**config.mk**
```make
export PLATFORM = sky130hd
export DESIGN_NAME = mult_serial_host
export DESIGN_NICKNAME = d
export VERILOG_FILES = /design/src/rtl/mult_serial_host.sv
export SDC_FILE = /design/constraint.sdc
export NUM_CORES = 1
export LEC_CHECK = 0
export ABC_AREA = 1
export BUFFER_PORTS_ARGS = -buffer_cell sky130_fd_sc_hd__clkbuf_2
export CAP_MARGIN = 20
export CORE_ASPECT_RATIO = 0.5
export CORE_MARGIN = 8
export CORE_UTILIZATION = 40
export DETAILED_ROUTE_END_ITERATION = 7
export PLACE_DENSITY = 0.61
export SETUP_SLACK_MARGIN = 0.4
export SLEW_MARGIN = 5
export SYNTH_ARGS = -nofsm -noshare
export SYNTH_HDL_FRONTEND = slang
export SYNTH_SLANG_ARGS = --single-unit
export TNS_END_PERCENT = 20
```
**constraint.sdc**
```tcl
create_clock -name clk -period 3.7 [get_ports clk]
set_input_delay 0 -clock clk [delete_from_list [all_inputs] [get_ports clk]]
set_output_delay 0 -clock clk [all_outputs]
set_load 0.01 [all_outputs]
```
**src/rtl/mult_serial_host.sv**
```systemverilog
`default_nettype none
// ============================================================================
// Module      : mult_serial_host
// Description : Host-side sequencer for a serial signed WxW multiplier.
//               Shifts parallel operands into the multiplier's x/y serial
//               ports, triggers the multiply, shifts the 2W-bit product back
//               out of the z port and presents it in parallel with a pulse.
//               Every wait on the multiplier is bounded by TIMEOUT cycles.
// Revision    : 1.0 - initial release
// ============================================================================
module mult_serial_host #(
    parameter int W       = 12,
    parameter int Z_LAT   = 1,
    parameter int TIMEOUT = 255
) (
    input  logic             clk,
    input  logic             rst,
    input  logic             start,
    input  logic [W-1:0]     x,
    input  logic [W-1:0]     y,
    output logic             busy,
    output logic [2*W-1:0]   z,
    output logic             z_valid,
    output logic             err,
    output logic             x_in,
    output logic             sx,
    output logic             y_in,
    output logic             sy,
    input  logic             fx,
    input  logic             fy,
    output logic             mul,
    input  logic             done,
    output logic             sz,
    input  logic             z_out,
    input  logic             fz
);

    localparam int CW = $clog2(Z_LAT + 2*W + 1);
    localparam int TW = $clog2(TIMEOUT + 1);

    localparam logic [CW-1:0] c_LOAD_LAST    = CW'(W - 1);
    localparam logic [CW-1:0] c_SAMPLE_FIRST = CW'(Z_LAT);
    localparam logic [CW-1:0] c_UNLOAD_LAST  = CW'(Z_LAT + 2*W - 1);
    localparam logic [TW-1:0] c_TIMEOUT      = TW'(TIMEOUT);

    typedef enum logic [2:0] {
        S_IDLE      = 3'd0,
        S_LOAD      = 3'd1,
        S_WAIT_F    = 3'd2,
        S_MUL       = 3'd3,
        S_WAIT_DONE = 3'd4,
        S_UNLOAD    = 3'd5,
        S_WAIT_FZ   = 3'd6,
        S_RESULT    = 3'd7
    } state_t;

    state_t           state_q, state_d;
    logic [W-1:0]     xs_q, xs_d;
    logic [W-1:0]     ys_q, ys_d;
    logic [CW-1:0]    cnt_q, cnt_d;
    logic [TW-1:0]    wcnt_q, wcnt_d;
    logic [2*W-1:0]   cap_q, cap_d;
    logic [2*W-1:0]   z_q, z_d;
    logic             w_timeout;

    // State and datapath registers; reset clears everything asynchronously.
    always_ff @(posedge clk or negedge rst) begin
        if (!rst) begin
            state_q <= S_IDLE;
            xs_q    <= '0;
            ys_q    <= '0;
            cnt_q   <= '0;
            wcnt_q  <= '0;
            cap_q   <= '0;
            z_q     <= '0;
        end else begin
            state_q <= state_d;
            xs_q    <= xs_d;
            ys_q    <= ys_d;
            cnt_q   <= cnt_d;
            wcnt_q  <= wcnt_d;
            cap_q   <= cap_d;
            z_q     <= z_d;
        end
    end

    // A wait condition seen in the same cycle as the limit wins over the abort.
    assign w_timeout = (wcnt_q == c_TIMEOUT);

    assign busy = (state_q != S_IDLE);
    assign z    = z_q;

    // Next-state, counters, shift registers and serial-side outputs.
    always_comb begin
        state_d = state_q;
        xs_d    = xs_q;
        ys_d    = ys_q;
        cnt_d   = cnt_q;
        wcnt_d  = wcnt_q;
        cap_d   = cap_q;
        z_d     = z_q;
        z_valid = 1'b0;
        err     = 1'b0;
        x_in    = 1'b0;
        y_in    = 1'b0;
        sx      = 1'b0;
        sy      = 1'b0;
        mul     = 1'b0;
        sz      = 1'b0;

        case (state_q)
            S_IDLE: begin
                if (start) begin
                    xs_d    = x;
                    ys_d    = y;
                    cnt_d   = '0;
                    state_d = S_LOAD;
                end
            end

            S_LOAD: begin
                sx    = 1'b1;
                sy    = 1'b1;
                x_in  = xs_q[0];
                y_in  = ys_q[0];
                xs_d  = xs_q >> 1;
                ys_d  = ys_q >> 1;
                cnt_d = cnt_q + 1'b1;
                if (cnt_q == c_LOAD_LAST) begin
                    cnt_d   = '0;
                    wcnt_d  = '0;
                    state_d = S_WAIT_F;
                end
            end

            S_WAIT_F: begin
                wcnt_d = wcnt_q + 1'b1;
                if (fx && fy) begin
                    state_d = S_MUL;
                end else if (w_timeout) begin
                    err     = 1'b1;
                    state_d = S_IDLE;
                end
            end

            S_MUL: begin
                mul     = 1'b1;
                wcnt_d  = '0;
                state_d = S_WAIT_DONE;
            end

            S_WAIT_DONE: begin
                wcnt_d = wcnt_q + 1'b1;
                if (done) begin
                    cnt_d   = '0;
                    state_d = S_UNLOAD;
                end else if (w_timeout) begin
                    err     = 1'b1;
                    state_d = S_IDLE;
                end
            end

            S_UNLOAD: begin
                sz    = 1'b1;
                cnt_d = cnt_q + 1'b1;
                // Product arrives LSB first; shifting in at the top lands bit 0 at the bottom.
                if (cnt_q >= c_SAMPLE_FIRST) begin
                    cap_d = {z_out, cap_q[2*W-1:1]};
                end
                if (cnt_q == c_UNLOAD_LAST) begin
                    cnt_d = '0;
                    if (fz) begin
                        z_d     = cap_d;
                        state_d = S_RESULT;
                    end else begin
                        wcnt_d  = '0;
                        state_d = S_WAIT_FZ;
                    end
                end
            end

            S_WAIT_FZ: begin
                wcnt_d = wcnt_q + 1'b1;
                if (fz) begin
                    z_d     = cap_q;
                    state_d = S_RESULT;
                end else if (w_timeout) begin
                    err     = 1'b1;
                    state_d = S_IDLE;
                end
            end

            S_RESULT: begin
                z_valid = 1'b1;
                state_d = S_IDLE;
            end

            default: begin
                state_d = S_IDLE;
            end
        endcase
    end

endmodule
`default_nettype wire
```
==> results.cfg <==
[run_status]
status = complete, no violations

[sta]
max_slew.worst_pin.slew_ns = 0.852
period_minus_slack_ns = 2.42
min_period_over_period_pct = 65.3
max_slew_margin_pct = 43.2
skew_ns = 0.00984
max_freq_mhz = 414
whs_ns = 0.0112
hold_viol_final = 0
drv_slew = 0
finalSetupViolCount = 0
setup_tns_ns = 0
rsz0062_at_grt = false

[clock_tree]
cts_root_buffer = clkbuf_16
clk_latency_ns = 0.34
cts_sinks = 88
cts_tree = done
clk_pin_slew_ns = 0.06
postCtsSetupBuffers = 0
cts_made_buffers = 9
h-tree-depth = 3
cts_buffer_depth = 2

[grt]
grt_overflow = 0
grt_pass1_wl_um = 19400
grt_max_degree = 66
grt_pass1_vias = 3964
grtUsageTotal_pct = 14.8
antenna_found_initial = 0

[final_layout]
final_design_area_no_fill_um2 = 5650
nets = 739
final_cell_mix = nand2_1, dfrtp_1, nor2_1, clkbuf_2, o21ai_0
layout_commonest_cell = nand2_1
area_growth_pct = 19.3
diodes = 0
fill_cells = 1148
seqCellArea_um2 = 2200
fin_cells = 873
multi_input_area_um2 = 2130
drive_gt1_share_pct = 14.8
postLayoutCoreUtil_pct = 48.3

[logic_synthesis]
yosysTopAreaCell = dfrtp_1
synthTopCellsByArea = dfrtp_1, nand2_1, o21ai_0
yosys_warnings = 0
synth_seq_cells = 88
synth_area_um2 = 4740
ys_types = 27
syn_avg_cell_area_um2 = 7.49
syn-num-nets = 669
syn_inst = 633
synth_top_area_share_pct = 46.5
ys_seq_area_share_pct = 46.5

[floorplanning]
die_x_um = 170
fp.dieH_um = 93.0
coreArea_um2 = 11700
core.rowCount = 28
dieArea_um2 = 15800
io_pins = 65
initial_core_util_pct = 40.5

[routing]
routed_via_density = 4.82
wl_per_cell_um = 12.7
via_count = 4211
post-route-drc-count = 0
wirelength_um = 11100
antenna_left = 0
dr.pass1.iters = 5
drt-initial-drc-count = 384

[pwr]
power_density_nw_per_um2 = 877
p_leak_nw = 3.02
ir_drop_mv = 0.344

[job]
drv_cap = 0

[worst_setup_path]
cp_data_arrival_time_ns = 2.42
r2r-start = state_q[1]
critical_path.startpoint = state_q[1]
worstPathRequired_ns = 3.70
worstPathMaxFanout = 49
r2r-end = ys_q[6]
endpoint_kind = output pin
regToRegSetupSlack_ns = 1.29
worstSetupPathType = flip-flop to output pin
start_kind = flip-flop
reg2reg_depth = 7

[hold_path]
min_to = ys_q[9]
min_path_type = input port to flip-flop
hold_start = y[9]
hold_depth = 3

[placed_design]
dp_hpwl_um = 7010
port_buffers = 64
gp_congestion = 0.842
dp_cells = 832
placed_area_um2 = 5070
==> final cells by class <==
| type | count | share of cell area, % |
|---|---|---|
| Clock buffer | 10 | 4.23 |
| Clock inverter | 6 | 1.59 |
| Inverter | 52 | 3.50 |
| Multi-Input combinational cell | 462 | 37.8 |
| Sequential cell | 88 | 39.0 |
| Tap cell | 165 | 3.65 |
| Timing Repair Buffer | 90 | 10.3 |
==> routing by layer <==
layer / routed length [um] / GRT usage (%) / part of all wire, % / vias up
met1: 5470 / 19.9 / 49 / 1947
li1: - / - / - / 2168
met4: 107 / 3.55 / 0.96 / 0
met3: 678 / 4.58 / 6.1 / 10
met2: 4840 / 23.2 / 44 / 86
met5: 0 / 0 / 0 / -
==> cell families (layout without fill, tap and decap cells) <==
family                   Yosys count  after routing  synth area share, %
AO/OA/AOI/OAI                    101            101                 10.7
AND/OR/NAND/NOR                  354            354                 32.7
flip-flops                        88             88                 46.5
XOR/XNOR                           3              3                0.555
adder cells (fa/ha/maj)            4              4                 1.06
buffers and inverters             83            158                 8.48
==> flip-flops by register name, indices dropped and copies added (netlist names) <==
signal and count:
cap_q 24, ys_q 12, cnt_q 5, z 24, state_q 3, xs_q 12
wcnt_q 8
==> synthesized netlist by cell type <==
library cell,number
nand3_1,57
o21ai_0,62
nand2_1,193
clkbuf_1,9
buf_4,4
a21oi_1,3
ha_1,4
nor3_1,4
nand3_4,2
buf_2,10
buf_6,8
nor2_4,3
o221ai_1,1
nand2_4,5
xor2_1,2
nor2_8,1
nand2_2,2
inv_1,45
inv_4,1
nand4_1,10
xnor2_1,1
nor2_1,73
o21ai_1,35
or2_2,1
nor2_2,3
dfrtp_1,88
inv_2,6
==> where the power goes <==
part | switching, mW | total, mW | leakage, nW | internal, mW
Sequential | 0.330 | 1.74 | 1.11 | 1.41
Combinational | 1.46 | 2.22 | 1.75 | 0.754
Clock | 0.388 | 1.00 | 0.159 | 0.614
Total | 2.18 | 4.96 | 3.02 | 2.78
==> worst max path at each step <==
stage / end / slack, ns
after floorplan: z[21] / 2.09
after global placement: ys_q[5] / 1.35
after detailed placement: xs_q[3] / 1.29
after CTS: x_in / 1.28
after global routing: ys_q[4] / 1.04
final: x_in / 1.28
==> critical path, cell delays in order (launching register included) <==
cell and delay [ns]:
dfrtp_1 0.51, inv_4 0.13, nand2_4 0.09, nor2_4 0.48, inv_2 0.47, nor2_1 0.22
clkbuf_2 0.16
==> timing repair <==
action                                 CTS  global route
resized for setup                        0             0
endpoints found under the hold margin   86             0
hold buffers                            25             0
==> metrics by stage <==
step / total power [mW] / worst slack [ns]
2_1_floorplan: 3.50 / 2.09
3_3_place_gp: 3.92 / 1.35
3_5_place_dp: 3.97 / 1.29
4_1_cts: 5.03 / 1.28
5_1_grt: 5.46 / 1.04
6_report: 4.96 / 1.28
Note: power is estimated with default switching activity, not from simulation.
